[src/rtl/rect_frame_ctrl_if.sv]
// Staging-bank write port for rect_frame_ctrl: valid/ready handshake plus
// the rectangle payload and the rejection pulse.
interface rect_frame_ctrl_if #(
  parameter  int unsigned NUM_RECT = 4,
  localparam int unsigned IW       = $clog2(NUM_RECT)
) ();

  logic          wr_valid;
  logic          wr_ready;
  logic [IW-1:0] wr_idx;
  logic          wr_en;
  logic [9:0]    wr_x1;
  logic [9:0]    wr_y1;
  logic [9:0]    wr_x2;
  logic [9:0]    wr_y2;
  logic          wr_err;

  modport master (
    output wr_valid, wr_idx, wr_en, wr_x1, wr_y1, wr_x2, wr_y2,
    input  wr_ready, wr_err
  );

  modport slave (
    input  wr_valid, wr_idx, wr_en, wr_x1, wr_y1, wr_x2, wr_y2,
    output wr_ready, wr_err
  );

endinterface

[src/rtl/rect_frame_ctrl.sv]
// Rectangle overlay controller: double-banked rectangle table committed during
// vertical blanking, with a registered per-pixel hit/priority lookup.
module rect_frame_ctrl #(
  parameter  int unsigned NUM_RECT       = 4,
  parameter  int unsigned DISPLAY_WIDTH  = 640,
  parameter  int unsigned DISPLAY_HEIGHT = 480,
  localparam int unsigned IW             = $clog2(NUM_RECT)
) (
  input  logic                  clk,
  input  logic                  reset_n,
  input  logic [9:0]            x,
  input  logic [9:0]            y,
  input  logic                  video_on,
  input  logic                  vsync_start,
  rect_frame_ctrl_if.slave      wr,
  output logic                  commit_done,
  output logic                  on_any,
  output logic [IW-1:0]         hit_idx
);

  localparam int unsigned CW = 10;

  typedef struct packed {
    logic          en;
    logic [CW-1:0] x1;
    logic [CW-1:0] y1;
    logic [CW-1:0] x2;
    logic [CW-1:0] y2;
  } rect_t;

  typedef enum logic [0:0] {
    ST_IDLE   = 1'b0,
    ST_COMMIT = 1'b1
  } state_t;

  state_t        state_q, state_d;
  logic [IW-1:0] cnt_q, cnt_d;
  logic          dirty_q, dirty_d;
  logic          wr_ready_q, wr_ready_d;
  logic          wr_err_q, wr_err_d;
  logic          commit_done_q, commit_done_d;
  logic          on_any_q, on_any_d;
  logic [IW-1:0] hit_idx_q, hit_idx_d;
  logic          copy_c;

  rect_t stage_q  [NUM_RECT];
  rect_t active_q [NUM_RECT];

  logic  wr_fire_c, wr_bad_c, wr_ok_c;
  rect_t wr_rect_c;

  assign wr.wr_ready  = wr_ready_q;
  assign wr.wr_err    = wr_err_q;
  assign commit_done  = commit_done_q;
  assign on_any       = on_any_q;
  assign hit_idx      = hit_idx_q;

  // Write qualification; a disabled entry is stored verbatim and never rejected.
  always_comb begin
    wr_fire_c = wr.wr_valid && wr_ready_q;
    wr_bad_c  = (32'(wr.wr_idx) >= NUM_RECT) ||
                (wr.wr_en && ((wr.wr_x1 > wr.wr_x2) ||
                              (wr.wr_y1 > wr.wr_y2) ||
                              (32'(wr.wr_x2) >= DISPLAY_WIDTH) ||
                              (32'(wr.wr_y2) >= DISPLAY_HEIGHT)));
    wr_ok_c   = wr_fire_c && !wr_bad_c;
    wr_rect_c = '{en: wr.wr_en, x1: wr.wr_x1, y1: wr.wr_y1,
                  x2: wr.wr_x2, y2: wr.wr_y2};
  end

  // Next-state and registered-output logic.
  always_comb begin
    state_d       = state_q;
    cnt_d         = cnt_q;
    dirty_d       = dirty_q || wr_ok_c;
    wr_ready_d    = wr_ready_q;
    wr_err_d      = wr_fire_c && wr_bad_c;
    commit_done_d = 1'b0;
    copy_c        = 1'b0;
    unique case (state_q)
      ST_IDLE: begin
        wr_ready_d = 1'b1;
        // dirty_d already folds in a write landing on this same edge
        if (vsync_start && dirty_d) begin
          state_d    = ST_COMMIT;
          cnt_d      = '0;
          dirty_d    = 1'b0;
          wr_ready_d = 1'b0;
        end
      end
      ST_COMMIT: begin
        copy_c     = 1'b1;
        wr_ready_d = 1'b0;
        cnt_d      = cnt_q + IW'(1);
        if (32'(cnt_q) == NUM_RECT - 1) begin
          state_d       = ST_IDLE;
          cnt_d         = '0;
          wr_ready_d    = 1'b1;
          commit_done_d = 1'b1;
        end
      end
      default: begin
        state_d    = ST_IDLE;
        wr_ready_d = 1'b1;
      end
    endcase
  end

  always_ff @(posedge clk or negedge reset_n) begin
    if (!reset_n) begin
      state_q       <= ST_IDLE;
      cnt_q         <= '0;
      dirty_q       <= 1'b0;
      wr_ready_q    <= 1'b1;
      wr_err_q      <= 1'b0;
      commit_done_q <= 1'b0;
    end else begin
      state_q       <= state_d;
      cnt_q         <= cnt_d;
      dirty_q       <= dirty_d;
      wr_ready_q    <= wr_ready_d;
      wr_err_q      <= wr_err_d;
      commit_done_q <= commit_done_d;
    end
  end

  // Staging and active banks; reset clears both, discarding any partial commit.
  always_ff @(posedge clk or negedge reset_n) begin
    if (!reset_n) begin
      for (int i = 0; i < int'(NUM_RECT); i++) begin
        stage_q[i]  <= '0;
        active_q[i] <= '0;
      end
    end else begin
      if (wr_ok_c) begin
        stage_q[wr.wr_idx] <= wr_rect_c;
      end
      if (copy_c) begin
        active_q[cnt_q] <= stage_q[cnt_q];
      end
    end
  end

  // Priority hit search: lowest matching index wins.
  always_comb begin
    logic found;
    found     = 1'b0;
    hit_idx_d = '0;
    for (int i = 0; i < int'(NUM_RECT); i++) begin
      if (!found && active_q[i].en &&
          (x >= active_q[i].x1) && (x <= active_q[i].x2) &&
          (y >= active_q[i].y1) && (y <= active_q[i].y2)) begin
        found     = 1'b1;
        hit_idx_d = IW'(i);
      end
    end
    on_any_d = video_on && found;
    if (!on_any_d) begin
      hit_idx_d = '0;
    end
  end

  always_ff @(posedge clk or negedge reset_n) begin
    if (!reset_n) begin
      on_any_q  <= 1'b0;
      hit_idx_q <= '0;
    end else begin
      on_any_q  <= on_any_d;
      hit_idx_q <= hit_idx_d;
    end
  end

endmodule

[src/flat_wrapper.sv]
// flat-port wrapper written by rule: the top's interface ports become plain ports
module rect_frame_ctrl_flat 
#(
  parameter  int unsigned NUM_RECT       = 4,
  parameter  int unsigned DISPLAY_WIDTH  = 640,
  parameter  int unsigned DISPLAY_HEIGHT = 480,
  localparam int unsigned IW             = $clog2(NUM_RECT)
)
  (clk, reset_n, x, y, video_on, vsync_start, commit_done, on_any, hit_idx, wr_wr_valid, wr_wr_idx, wr_wr_en, wr_wr_x1, wr_wr_y1, wr_wr_x2, wr_wr_y2, wr_wr_ready, wr_wr_err);
  rect_frame_ctrl_if #(.NUM_RECT(NUM_RECT)) wr_i ();
  input  logic clk;
  input  logic reset_n;
  input  logic [9:0] x;
  input  logic [9:0] y;
  input  logic video_on;
  input  logic vsync_start;
  output logic commit_done;
  output logic on_any;
  output logic [IW-1:0] hit_idx;
  input wire logic [$bits(wr_i.wr_valid)-1:0] wr_wr_valid;
  input wire logic [$bits(wr_i.wr_idx)-1:0] wr_wr_idx;
  input wire logic [$bits(wr_i.wr_en)-1:0] wr_wr_en;
  input wire logic [$bits(wr_i.wr_x1)-1:0] wr_wr_x1;
  input wire logic [$bits(wr_i.wr_y1)-1:0] wr_wr_y1;
  input wire logic [$bits(wr_i.wr_x2)-1:0] wr_wr_x2;
  input wire logic [$bits(wr_i.wr_y2)-1:0] wr_wr_y2;
  output wire logic [$bits(wr_i.wr_ready)-1:0] wr_wr_ready;
  output wire logic [$bits(wr_i.wr_err)-1:0] wr_wr_err;
  assign wr_i.wr_valid = wr_wr_valid;
  assign wr_i.wr_idx = wr_wr_idx;
  assign wr_i.wr_en = wr_wr_en;
  assign wr_i.wr_x1 = wr_wr_x1;
  assign wr_i.wr_y1 = wr_wr_y1;
  assign wr_i.wr_x2 = wr_wr_x2;
  assign wr_i.wr_y2 = wr_wr_y2;
  assign wr_wr_ready = wr_i.wr_ready;
  assign wr_wr_err = wr_i.wr_err;
  rect_frame_ctrl #(.NUM_RECT(NUM_RECT), .DISPLAY_WIDTH(DISPLAY_WIDTH), .DISPLAY_HEIGHT(DISPLAY_HEIGHT)) u_core (.clk(clk), .reset_n(reset_n), .x(x), .y(y), .video_on(video_on), .vsync_start(vsync_start), .wr(wr_i), .commit_done(commit_done), .on_any(on_any), .hit_idx(hit_idx));
endmodule
[config.mk]
export PLATFORM = sky130hd
export DESIGN_NAME = rect_frame_ctrl_flat
export DESIGN_NICKNAME = d
export VERILOG_FILES = /design/src/rtl/rect_frame_ctrl_if.sv /design/src/rtl/rect_frame_ctrl.sv /design/src/flat_wrapper.sv
export SDC_FILE = /design/constraint.sdc
export NUM_CORES = 1
export LEC_CHECK = 0
export CAP_MARGIN = 40
export CORE_MARGIN = 3
export CORE_UTILIZATION = 35
export DETAILED_ROUTE_END_ITERATION = 8
export PLACE_DENSITY = 0.61
export REMOVE_ABC_BUFFERS = 1
export SLEW_MARGIN = 10
export SYNTH_ARGS = -nofsm -noshare
export SYNTH_HDL_FRONTEND = slang
export SYNTH_SLANG_ARGS = --single-unit
[constraint.sdc]
create_clock -name clk -period 6.4 [get_ports clk]
set_input_delay 1.28 -clock clk [delete_from_list [all_inputs] [get_ports clk]]
set_output_delay 1.28 -clock clk [all_outputs]
set_load 0.02 [all_outputs]
Yosys cells after proc, flatten, opt, wreduce, memory -nomap -nowiden

Cells that the tools add are included.

Equal/unequal tests: 2
$add $sub $neg: 1
Reduce and logical (&&, ||, !) cells: 35
Order comparisons: 24
Bitwise logic cells: 3
Shift-type cells: 0
Multipliers: 0
Div/mod/pow operators: 0
Muxes and demuxes: 30

Operators with widths:

| kind                                                                | count |
|---|---|
| bitwise mux 164 bit                                                 | 2 |
| demux 41 bit (select 2 bit)                                         | 2 |
| 2-to-1 mux 41 bit                                                   | 4 |
| binary-select mux 41 bit (select 2 bit)                             | 1 |
| greater-or-equal comparator 10 bit                                  | 8 |
| less-or-equal comparator 10 bit                                     | 8 |
| logical AND 1 bit                                                   | 27 |
| greater-than comparator 10 bit                                      | 2 |
| 2-to-1 mux 1 bit                                                    | 13 |
| greater-or-equal comparator 10 bit (second input constant)          | 1 |
| greater-or-equal comparator 10 x 9 -> 1 bit (second input constant) | 1 |
| 2-to-1 mux 2 bit                                                    | 5 |
| greater-or-equal comparator 3 bit (second input constant)           | 2 |
| < comparator 3 x 1 -> 1 bit (second input constant)                 | 2 |
| NOT 2 -> 3 bit                                                      | 2 |
| zero test 1 bit                                                     | 4 |
| logical OR 1 bit                                                    | 4 |
| one-hot mux 1 bit (2 select lines)                                  | 2 |
| one-hot mux 2 bit (2 select lines)                                  | 1 |
| adder 2 x 1 -> 2 bit (second input constant)                        | 1 |
| == test 2 bit (second input constant)                               | 1 |
| != test 2 x 1 -> 1 bit (second input constant)                      | 1 |
| NOT 1 bit                                                           | 1 |

Memories: 0
Bits in read-only memories: 0
Bits in writable memories: 0
Input bits: 68
Output and inout port bits: 6
Register bits after elaboration: 338
Latch bits: 0

Depth between registers and ports, before layout

Word-level depth: 29
Depth in mapped cells: 11
Depth with buffers taken out: 9

Worst setup path before layout

OpenSTA, ideal clock, no wires.

Path kind: input to register
Start point: input port wr_wr_x2[3]
End point: register u_core.stage_q[129] (netlist bit)
Required time: 6.272 ns
Path buffers: 2
Setup time: 0.128 ns
Stages on the path: 10
Path slack: 3.059 ns
Arrival time: 3.214 ns
Cell sequence: inv_1 -> ha_1 -> a2111oi_0 -> a21oi_1 -> o211a_1 -> nor4_2 -> nand2b_1 -> buf_2 -> buf_6 -> mux2_1

Cells in the longest elaborated chain, start to end: 7

RTL lines:

| what                           | line                   | RTL |
|---|---|---|
| start, declared                | flat_wrapper.sv:25     | `input wire logic [$bits(wr_i.wr_x2)-1:0] wr_wr_x2;` |
| greater-than comparator 10 bit | rect_frame_ctrl.sv:62  | `(wr.wr_en && ((wr.wr_x1 > wr.wr_x2) \|\|` |
| logical OR 1 bit               | rect_frame_ctrl.sv:62  |  |
| logical OR 1 bit *             | rect_frame_ctrl.sv:63  | `(wr.wr_y1 > wr.wr_y2) \|\|` |
| logical OR 1 bit *             | rect_frame_ctrl.sv:64  | `(32'(wr.wr_x2) >= DISPLAY_WIDTH) \|\|` |
| logical AND 1 bit *            | rect_frame_ctrl.sv:62  |  |
| zero test 1 bit *              | rect_frame_ctrl.sv:66  | `wr_ok_c = wr_fire_c && !wr_bad_c;` |
| logical AND 1 bit *            | rect_frame_ctrl.sv:66  |  |
| end signal, assigned by index  | rect_frame_ctrl.sv:136 | `stage_q[wr.wr_idx] <= wr_rect_c;` |
| end, declared                  | rect_frame_ctrl.sv:46  | `rect_t stage_q [NUM_RECT];` |

Mark *: on every way between the ends. The rest lies on a longest branch, timed or not.
A chain may end at the register's enable or synchronous reset.

Final worst setup path

Start point: input port wr_wr_x2[3]
End point: register u_core.stage_q[127] (netlist bit)

The elaborated chain is that of the path after synthesis.

==> flow_metrics.tcl <==
set metrics [dict create \
    maxCapViolations 0 \
    crit_path_end_kind "flop" \
    report.final.slew_viol_count 0 \
    remaining_drc_errors 0 \
    avgSynthCellArea_um2 12.6 \
    setup_slack_ps 1890 \
    grt_max_degree 130 \
    cts-htree-levels 2 \
    hold_viol 0 \
    portBuffers 73 \
    cts_tree "yes" \
    stdcell_area_um2 20800 \
    yosys_warnings 0 \
    routed_wl_um 42200 \
    antenna_found_initial 1 \
    r2r-start "u_core.active_q[97]" \
    p_leak_nw 9.65 \
    grt_first_pass_wirelength_um 67000 \
    synth_area_um2 18000 \
    wl_per_cell_um 19.0 \
    ant_nets 0 \
    grt_overflow 0 \
    drt-initial-drc-count 589 \
    postSynthCellCount 1434 \
    post_drt_via_cell_ratio 5.06 \
    fin_crit_sh_pct 70.5 \
    ys_types 59 \
    drt-pass1-iter-count 4 \
    async_flop_share_pct 100 \
    clkTransAtPathRegs_ps 60 \
    hold_class "flop to flop" \
    clk_latency_ps 540 \
    finalSetupTns_ps 0 \
    coreArea_um2 50500 \
    drive_above_1_share_pct 26.8 \
    ctsResizeCount 0 \
    gr-usage-all-layers_pct 15.8 \
    pwr_density_cell_nw_per_um2 473 \
    cts_root_buffer "clkbuf_16" \
    cp_max_fo 22 \
    synthTopCellsByArea "dfrtp_1 (47%), mux2_2 (15%), ha_1 (13%)" \
    grt_pass1_vias 11805 \
    max_slew_margin_pct 32.2 \
    gp_congestion 0.796 \
    status "finished clean" \
    dieArea_um2 54300 \
    initial_utilization_pct 35.7 \
    holdWs_ps 484 \
    setup_viol 0 \
    timing.fmax_mhz 222 \
    area_growth_pct 15.5 \
    seq_area_frac_synth_pct 46.9 \
    hp-start "u_core.stage_q[47]" \
    dp_slack_ps 1300 \
    die_h_um 233 \
    hpwl_um 29400 \
    synth_edf_count 0 \
    vias 11209 \
    synth_ff_type "dfrtp_1" \
    num_antenna_cells 0 \
    synth_top_area_cell "dfrtp_1" \
    rsz0062_at_grt "false" \
    row_count 82 \
    post_cts_buffers 0 \
    worst_pin_slew_ps 1020 \
    skew_ps 18.0 \
    synth_top_area_share_pct 46.8 \
    crit_start "wr_wr_x2[3]" \
    die_width_um 233 \
    crit_path_start_kind "input pin" \
    peakVddDrop_v 0.000175 \
    place_area_um2 19600 \
    critPathArrivalTime_ps 4920 \
    clk_path_buf_depth 3 \
    crit_required_ps 6810 \
    finalCriticalPeriod_ps 4510 \
    cts_sinks 338 \
    synth_seq_cells 338 \
    ctsHoldBuffers 0 \
    num-nets-final 1768 \
    cts_buffers 38 \
    critPathKind "input pin to flop" \
    ioPinCount 74 \
]
[report_power, final]
part           internal (mW)  switching [mW]
clock                   1.30           0.880
sequential              3.18           0.509
combinational           2.03            1.95
[through the flow]
stage               power, mW  util [%]  instances
floorplan                6.43         -       1387
global placement         7.52      38.7       2146
detailed placement       7.73      38.8       2148
CTS                      9.96      41.3       2216
global route             10.6      41.3       2216
finish                   9.84      41.3       2216
[cell usage in the layout, fill, tap and decap left out, drive strengths merged, types with 16 or more instances in the layout]
| cell | instances |
|---|---|
| a21o | 16 |
| clkbuf | 56 |
| a21oi | 39 |
| ha | 184 |
| clkdlybuf4s50 | 72 |
| inv | 183 |
| dfrtp | 337 |
| nand4 | 17 |
| mux2 | 293 |
| o21ai | 69 |
| mux4 | 41 |
| nand2 | 66 |
| buf | 17 |
[worst paths after layout]
kind,endpoint,slack [ps],cells after the start
max,u_core.stage_q[127],1890,10
min reg2reg,u_core.stage_q[47],480,1
min in group asynchronous,u_core.active_q[24],730,1
max reg2reg,u_core.hit_idx[0],3680,9
min,u_core.stage_q[47],480,1
max in group asynchronous,u_core.cnt_q[0],4470,2
[sequential cells by signal, summed over array words and instances (netlist names)]
name,cells
u_core.active_q,164
u_core.stage_q,164
u_core.cnt_q,2
u_core.hit_idx,2
u_core.commit_done,1
u_core.dirty_q,1
u_core.on_any,1
u_core.state_q,1
u_core.wr.wr_err,1
u_core.wr.wr_ready,1
[cell usage after synthesis, types with 2 or more instances]
cell type / count
dfrtp_1: 337
mux2_2: 247
ha_1: 184
inv_1: 181
o21ai_0: 68
nand2_1: 66
mux4_2: 41
a21oi_1: 39
mux2_4: 36
nand4_1: 17
a21o_1: 16
buf_2: 16
clkbuf_1: 14
nor2_1: 14
buf_1: 13
o21a_1: 13
nand2b_1: 12
nor2b_1: 12
nand3_1: 11
mux2_1: 10
a211oi_1: 9
nor3_1: 8
a2111oi_0: 6
a31oi_1: 6
and4_1: 6
o211ai_1: 5
a211o_1: 4
buf_6: 4
a221oi_1: 3
nor4_1: 3
o41ai_1: 3
a221o_1: 2
nor3b_1: 2
[per-layer routing]
metal | track usage (%) | vias up | wire (µm)
li1 | - | 5282 | -
met2 | 25.5 | 152 | 19500
met1 | 22.2 | 5722 | 20500
met5 | 0 | - | 0
met4 | 4.25 | 0 | 885
met3 | 2.14 | 53 | 1320
[worst max-delay path, cell delays in order]
cell,delay (ps)
clkdlybuf4s50_1,580
inv_1,70
ha_1,330
a2111oi_0,440
a21oi_1,220
o211a_1,310
nor4_2,330
nand2b_2,520
buf_4,470
mux2_4,340
[cells by family (layout without fill, tap and decap cells)]
kind of cell / after synthesis / after routing / share of synthesized area, %
and+or+nand+nor: 157 / 157 / 4.38
DFF: 338 / 338 / 46.9
AOI/OAI and AO/OA: 191 / 191 / 6.69
muxes: 335 / 335 / 24.2
buffers and inverters: 229 / 339 / 5.04
adders and majority gates: 184 / 184 / 12.8
[layout make-up]
cell class | count | area, µm²
fill | 4746 | 29700
sequential | 338 | 8460
clock inverter | 12 | 124
tap | 672 | 841
inverter | 182 | 683
timing repair buffer | 89 | 913
multi-input combinational | 867 | 8680
clock buffer | 56 | 1120
No activity file was read; power rests on OpenSTA's default activity.
